`config.mk`:
```
export PLATFORM = sky130hd
export DESIGN_NAME = t01_ai_placement_streamer
export DESIGN_NICKNAME = d
export VERILOG_FILES = /design/src/rtl/t01_ai_pkg.sv /design/src/rtl/t01_ai_piece_mask.sv /design/src/rtl/t01_ai_placement_streamer.sv
export SDC_FILE = /design/constraint.sdc
export NUM_CORES = 1
export LEC_CHECK = 0
export BUFFER_PORTS_ARGS = -buffer_cell sky130_fd_sc_hd__buf_2
export CAP_MARGIN = 20
export CORE_ASPECT_RATIO = 1.25
export CORE_MARGIN = 2
export CORE_UTILIZATION = 51
export CTS_CLUSTER_SIZE = 28
export DETAILED_ROUTE_END_ITERATION = 12
export PLACE_DENSITY = 0.75
export SETUP_SLACK_MARGIN = 0.2
export SLEW_MARGIN = 20
export SYNTH_ARGS = -nofsm -noshare
export SYNTH_HDL_FRONTEND = slang
export SYNTH_SLANG_ARGS = --single-unit
```
`constraint.sdc`:
```
create_clock -name clk -period 13.1 [get_ports clk]
set_input_delay 0.655 -clock clk [delete_from_list [all_inputs] [get_ports clk]]
set_output_delay 0.655 -clock clk [all_outputs]
set_load 0.02 [all_outputs]
```
`src/rtl/t01_ai_pkg.sv`:
```
// t01_ai_pkg: piece, state and shape types plus the rotation ROM for the placement streamer.
// Patterns are 16-bit literals with one hex digit per row, top row first;
// the MSB of each digit is column 0.
package t01_ai_pkg;

    typedef enum logic [2:0] {
        PC_I, PC_O, PC_S, PC_Z, PC_J, PC_L, PC_T, PC_NONE
    } piece_t;

    typedef enum logic [2:0] {
        ST_IDLE, ST_LOAD, ST_SPAWN, ST_DROP, ST_EMIT, ST_NEXT, ST_FINISH
    } state_t;

    // pat[r][3-c] set means cell (r,c) is occupied
    typedef struct packed {
        logic [3:0][3:0] pat;
        logic [2:0]      w;
        logic [2:0]      h;
    } shape_t;

    function automatic shape_t mk(logic [15:0] rows, logic [2:0] w, logic [2:0] h);
        return '{pat: {rows[3:0], rows[7:4], rows[11:8], rows[15:12]}, w: w, h: h};
    endfunction

    function automatic shape_t get_pattern(piece_t p, logic [1:0] rot);
        case ({p, rot})
            {PC_I, 2'd0}: return mk(16'h8888, 3'd1, 3'd4);
            {PC_I, 2'd1}: return mk(16'hF000, 3'd4, 3'd1);
            {PC_O, 2'd0}: return mk(16'hCC00, 3'd2, 3'd2);
            {PC_S, 2'd0}: return mk(16'h6C00, 3'd3, 3'd2);
            {PC_S, 2'd1}: return mk(16'h8C40, 3'd2, 3'd3);
            {PC_Z, 2'd0}: return mk(16'hC600, 3'd3, 3'd2);
            {PC_Z, 2'd1}: return mk(16'h4C80, 3'd2, 3'd3);
            {PC_J, 2'd0}: return mk(16'h8E00, 3'd3, 3'd2);
            {PC_J, 2'd1}: return mk(16'hC880, 3'd2, 3'd3);
            {PC_J, 2'd2}: return mk(16'hE200, 3'd3, 3'd2);
            {PC_J, 2'd3}: return mk(16'h44C0, 3'd2, 3'd3);
            {PC_L, 2'd0}: return mk(16'h2E00, 3'd3, 3'd2);
            {PC_L, 2'd1}: return mk(16'h88C0, 3'd2, 3'd3);
            {PC_L, 2'd2}: return mk(16'hE800, 3'd3, 3'd2);
            {PC_L, 2'd3}: return mk(16'hC440, 3'd2, 3'd3);
            {PC_T, 2'd0}: return mk(16'h4E00, 3'd3, 3'd2);
            {PC_T, 2'd1}: return mk(16'h8C80, 3'd2, 3'd3);
            {PC_T, 2'd2}: return mk(16'hE400, 3'd3, 3'd2);
            {PC_T, 2'd3}: return mk(16'h4C40, 3'd2, 3'd3);
            default:      return mk(16'h0000, 3'd0, 3'd0);
        endcase
    endfunction

    function automatic logic [1:0] max_rot(piece_t p);
        return (p == PC_O || p == PC_NONE) ? 2'd0 :
               (p == PC_I || p == PC_S || p == PC_Z) ? 2'd1 : 2'd3;
    endfunction

endpackage

```
`src/rtl/t01_ai_piece_mask.sv`:
```
// t01_ai_piece_mask: places a 4x4 pattern at (x,row) on the board and flags overlap.
// Ports: pat (4x4 pattern), x (left column), row (top row), board (occupancy),
//        mask (placed piece cells), hit (mask overlaps board).
module t01_ai_piece_mask #(
    parameter int BOARD_W = 10,
    parameter int BOARD_H = 20,
    parameter int XW = $clog2(BOARD_W),
    parameter int YW = $clog2(BOARD_H)
) (
    input  logic [3:0][3:0]              pat,
    input  logic [XW-1:0]                x,
    input  logic [YW-1:0]                row,
    input  logic [BOARD_W*BOARD_H-1:0]   board,
    output logic [BOARD_W*BOARD_H-1:0]   mask,
    output logic                         hit
);
    // Each board cell looks back into the pattern; a negative offset wraps to a
    // value with upper bits set, so one zero test covers both "above" and "beyond".
    for (genvar r = 0; r < BOARD_H; r++) begin : g_row
        logic [YW:0] dr;
        assign dr = (YW+1)'(r) - {1'b0, row};
        for (genvar c = 0; c < BOARD_W; c++) begin : g_col
            logic [XW:0] dc;
            assign dc = (XW+1)'(c) - {1'b0, x};
            assign mask[r*BOARD_W+c] = dr[YW:2] == '0 && dc[XW:2] == '0 && pat[dr[1:0]][~dc[1:0]];
        end
    end
    assign hit = |(mask & board);
endmodule

```
`src/rtl/t01_ai_placement_streamer.sv`:
```
// t01_ai_placement_streamer: enumerates every rotation/column drop of a piece and streams candidates.
// Ports: clk, reset (async, active-high), start/abort (control), board_in/piece_type (snapshot),
//        busy, cand_valid/cand_ready (candidate handshake), cand_rot/cand_x/cand_row/cand_board
//        (payload), done (end pulse), cand_count (candidates emitted this run).
module t01_ai_placement_streamer
    import t01_ai_pkg::*;
#(
    parameter int BOARD_W = 10,
    parameter int BOARD_H = 20,
    localparam int XW = $clog2(BOARD_W),
    localparam int YW = $clog2(BOARD_H),
    localparam int CW = $clog2(4*BOARD_W+1)
) (
    input  logic                         clk,
    input  logic                         reset,
    input  logic                         start,
    input  logic                         abort,
    input  logic [BOARD_W*BOARD_H-1:0]   board_in,
    input  logic [2:0]                   piece_type,
    output logic                         busy,
    output logic                         cand_valid,
    input  logic                         cand_ready,
    output logic [1:0]                   cand_rot,
    output logic [XW-1:0]                cand_x,
    output logic [YW-1:0]                cand_row,
    output logic [BOARD_W*BOARD_H-1:0]   cand_board,
    output logic                         done,
    output logic [CW-1:0]                cand_count
);
    localparam int N = BOARD_W * BOARD_H;

    state_t         state, nxt;
    piece_t         piece_q;
    shape_t         shape;
    logic [N-1:0]   board_q, cand_q, mask;
    logic [1:0]     rot;
    logic [XW-1:0]  x;
    logic [YW-1:0]  row, test_row;
    logic [CW-1:0]  count;
    logic           hit, land, x_more, rot_more;

    // SPAWN probes row 0, DROP probes the row below the current one
    assign test_row = (state == ST_DROP) ? row + 1'b1 : '0;
    assign land     = (int'(row) + 1 + int'(shape.h) > BOARD_H) || hit;
    assign x_more   = int'(x) < BOARD_W - int'(shape.w);
    assign rot_more = rot < max_rot(piece_q);

    t01_ai_piece_mask #(.BOARD_W(BOARD_W), .BOARD_H(BOARD_H), .XW(XW), .YW(YW)) u_mask (
        .pat   (shape.pat),
        .x     (x),
        .row   (test_row),
        .board (board_q),
        .mask  (mask),
        .hit   (hit)
    );

    always_ff @(posedge clk or posedge reset) begin
        if (reset) state <= ST_IDLE;
        else       state <= nxt;
    end

    always_comb begin
        nxt = state;
        case (state)
            ST_IDLE:   nxt = start ? ST_LOAD : ST_IDLE;
            ST_LOAD:   nxt = (piece_q == PC_NONE) ? ST_FINISH : ST_SPAWN;
            ST_SPAWN:  nxt = hit ? ST_NEXT : ST_DROP;
            ST_DROP:   nxt = land ? ST_EMIT : ST_DROP;
            ST_EMIT:   nxt = cand_ready ? ST_NEXT : ST_EMIT;
            ST_NEXT:   nxt = x_more ? ST_SPAWN : rot_more ? ST_LOAD : ST_FINISH;
            default:   nxt = ST_IDLE;
        endcase
        if (abort) nxt = ST_IDLE;
    end

    always_comb begin
        busy       = state != ST_IDLE;
        cand_valid = state == ST_EMIT;
        done       = state == ST_FINISH;
    end

    // cand_q always holds board_q merged with the piece at the current row, so
    // it is already the payload when DROP lands and stays frozen through EMIT.
    always_ff @(posedge clk or posedge reset) begin
        if (reset) begin
            piece_q <= PC_I;
            shape   <= '0;
            board_q <= '0;
            cand_q  <= '0;
            rot     <= '0;
            x       <= '0;
            row     <= '0;
            count   <= '0;
        end else if (!abort) begin
            case (state)
                ST_IDLE: if (start) begin
                    board_q <= board_in;
                    piece_q <= piece_t'(piece_type);
                    rot     <= '0;
                    x       <= '0;
                    count   <= '0;
                end
                ST_LOAD: begin
                    shape <= get_pattern(piece_q, rot);
                    x     <= '0;
                end
                ST_SPAWN: begin
                    row <= '0;
                    if (!hit) cand_q <= board_q | mask;
                end
                ST_DROP: if (!land) begin
                    row    <= row + 1'b1;
                    cand_q <= board_q | mask;
                end
                ST_EMIT: if (cand_ready) count <= count + 1'b1;
                ST_NEXT: begin
                    if (x_more)        x   <= x + 1'b1;
                    else if (rot_more) rot <= rot + 1'b1;
                end
                default: ;
            endcase
        end
    end

    assign cand_rot   = rot;
    assign cand_x     = x;
    assign cand_row   = row;
    assign cand_board = cand_q;
    assign cand_count = count;
endmodule

```
==> out/summary.log <==
INFO  synthesis      synth-main-ff-cell=dfrtp_1
INFO  final_layout   num-fill-cells=3,632
INFO  die            fp.dieH=241um
INFO  placement      placedCellCount=3,013
INFO  sta            timing.setup.tns=0ps
INFO  final_layout   mostFrequentLayoutCell=dfrtp_1
INFO  sta            final-hold-violation-count=0
INFO  synthesis      mean_post_synth_cell_area=10.8um^2
INFO  hold_path      hold-path-cell-count=3
INFO  cts            numClockSinks=436
INFO  final_layout   final_cell_mix=436 x dfrtp_1, 427 x buf_2, 216 x mux2_2, 166 x inv_1, 166 x a21oi_1
INFO  global_route   first_global_vias=19,500
INFO  route          drt_iter0_drc=1,803
INFO  sta            rsz0062_at_grt=no
INFO  route          firstDrtPassIters=5
INFO  setup_path     worst_r2r_startpoint=cand_row[0]
INFO  setup_path     worstSetupPathType=reg2reg
INFO  synthesis      netlist_instances=2,110
INFO  final_layout   stdcell_area=0.0270mm^2
INFO  setup_path     worst_setup_path_start_kind=flip-flop
INFO  final_layout   final_core_utilization=61.0%
INFO  route          vias=19,600
INFO  route          drc_errors=0
INFO  synthesis      async_set_or_reset_flop_fraction_in_the_synthesized_netlist=100%
INFO  sta            min_period_over_period=61.9%
INFO  pwr            leakagePower=12.5nW
INFO  setup_path     worst-endpoint-required=13,580ps
INFO  setup_path     crit-reg2reg-capture=cand_board[58]
INFO  synthesis      synth_largest_type_area_fraction=47.7%
INFO  setup_path     reg2regPathDepth=17
INFO  pwr            p_per_cell_area=229mW/mm^2
INFO  global_route   grt_start_max_net_pins=172
INFO  synthesis      seq_area_frac_synth=47.7%
INFO  final_layout   final_cell_count_no_fill=3,103
INFO  synthesis      synth.largest_area_cell=dfrtp_1
INFO  cts            clock_tree_from_tritoncts=yes
INFO  route          ant_nets=0
INFO  flow_run       cap_viol_max_count=0
INFO  global_route   first_pass_grt_wire_length=125mm
INFO  setup_path     cp.arrival=8580ps
INFO  synthesis      postSynthRegisterBits=436
INFO  die            initial_core_util=51.7%
INFO  cts            clkLatencyLatePin=590ps
INFO  cts            cts.reportedPaths.clkPinSlew=60ps
INFO  sta            layout_min_cycle_time=8100ps
INFO  final_layout   final_nets=2,730
INFO  cts            clock_tree.buffer_depth=3
INFO  die            floorplan.die_area=0.0465mm^2
INFO  synthesis      syn-num-nets=2,349
INFO  sta            achievable-frequency=123MHz
INFO  cts            cts_repair_resize_count=0
INFO  run_status     outcome=finished clean
INFO  setup_path     largest_fanout_on_the_critical_path=136
INFO  cts            post_cts.repair.setup_buffers=0
INFO  hold_path      whs_endpoint=piece_q[0]
INFO  final_layout   layout-drive-gt1-share=31.3%
INFO  sta            maxSlewViolCount=0
INFO  hold_path      timing.hold.worst.start=piece_type[0]
INFO  cts            cts_inserted_buffers=47
INFO  die            placementRows=86
INFO  setup_path     critPathCaptureType=flip-flop
INFO  cts            cts-root-buf=clkbuf_16
INFO  synthesis      synth_top_cells_by_area=dfrtp_1 48%, mux2_2 11%, mux2i_1 6.8%
INFO  placement      half_perimeter_wire_length_after_detailed_placement=63.7mm
INFO  global_route   groute.usage.overall=35.9%
INFO  route          finalWirelength=86.1mm
INFO  pwr            vdd.ir_drop.worst=0.184mV
INFO  die            core-area=0.0442mm^2
INFO  route          via_per_inst=6.32
INFO  cts            clock_tree.htree_level_count=2
INFO  route          drt-wirelength-per-cell=27.8um
INFO  die            fp.dieW=193um
INFO  sta            worst_pin_slew=1110ps
INFO  synthesis      synthDistinctLibCells=93
INFO  sta            fin_worst_skew=21.7ps
INFO  hold_path      min_path_type=in2reg
INFO  synthesis      synth_edf_count=0
INFO  sta            maxSlewHeadroom=25.8%
INFO  pwr            power_after_layout=6.17mW
INFO  sta            setup_viol=0
INFO  die            floorplan.io_pins=428
INFO  global_route   grt-ovfl-total=0
INFO  setup_path     timing.reg2reg.setup_slack=5000ps
INFO  cts            postCtsHoldBufs=0
INFO  placement      routabilityCongestion=1.04
INFO  placement      placed_area=0.0253mm^2
INFO  global_route   grt_antenna_before_repair=6
INFO  placement      buffer_ports.inserted=427
INFO  synthesis      syn_area=0.0229mm^2
INFO  synthesis      ys.warnings.count=0
INFO  final_layout   syn_to_final_growth=18.1%
[state kept, by name, summed over array words and instances (netlist names)]
name,cells
board_q,200
cand_board,200
shape,13
cand_count,6
cand_row,5
cand_x,4
piece_q,3
state,3
cand_rot,2
[where the power goes]
group | leakage, nW | total (mW) | switching, mW | internal [mW]
combinational | 6.54 | 2.20 | 1.26 | 0.931
clock | 0.809 | 1.42 | 0.582 | 0.840
sequential | 5.13 | 2.55 | 0.601 | 1.95
total | 12.5 | 6.17 | 2.45 | 3.72
[through the flow]
step                hold WS, ps  setup slack (ps)
global route                271              4710
finish                      272              5000
CTS                         250              4910
floorplan                   450               300
global placement            466              4900
detailed placement          471              4940
[cell families (layout without fill, tap and decap cells)]
family / Yosys count / after routing / share of synthesized area [%]
buffers and inverters: 299 / 716 / 5.97
DFF: 436 / 436 / 47.7
xor gates and xnor gates: 17 / 17 / 0.717
other: 0 / 4 / 0
adders and majority gates: 31 / 31 / 1.73
and+or+nand+nor: 404 / 404 / 8.87
muxes: 429 / 429 / 20.4
AOI/OAI and AO/OA: 494 / 494 / 14.6
[synth_stat cells, drive strengths merged, types with 29 or more instances]
master and instances:
mux2 271, nor3 29, a21oi 167, a21o 36, inv 168, buf 43
clkbuf 88, o21ai 53, o21bai 39, mux2i 157, nand3 45, nand2 98
dfrtp 436, ha 30, nor2 94
[critical path, cell delays in order, from the launching register on]
cell	delay, ps
dfrtp_1	610
ha_1	480
and4b_1	580
inv_1	440
ha_1	590
mux2_2	390
mux2_4	280
a222oi_1	500
nor2_1	330
a22o_1	270
nand2_1	80
o2111ai_1	110
a2111oi_0	700
nand4_1	330
nor3_2	450
and3_4	570
buf_12	600
mux2_2	430
[worst max-delay path by stage]
| stage | startpoint | endpoint | slack [ps] |
|---|---|---|---|
| final | cand_row[0] | cand_board[58] | 5000 |
| after floorplan | reset | board_q[0] | 300 |
| after global routing | cand_row[0] | cand_board[58] | 4710 |
| after CTS | cand_row[0] | cand_board[58] | 4910 |
| after detailed placement | cand_row[0] | cand_board[58] | 4940 |
| after global placement | cand_row[0] | cand_board[58] | 4900 |
[cell type report]
type	count	area (um^2)	area share [%]
clock inverter	20	274	1.01
sequential	436	10900	40.4
tap	572	716	2.65
clock buffer	65	1380	5.10
multi-input combinational	1375	10600	39.3
timing repair buffer	463	2450	9.08
inverter	168	638	2.36
antenna	4	10.0	0.0371
[routing by layer]
layer  vias up  routed length [um]  track usage [%]
met3       313                6800             6.85
met2      1091               40200             57.7
li1       8373                   -                -
met5         -                   0                0
met4         0                6990             25.2
met1      9832               32100             44.0
Note: power is estimated with default switching activity, not from simulation.
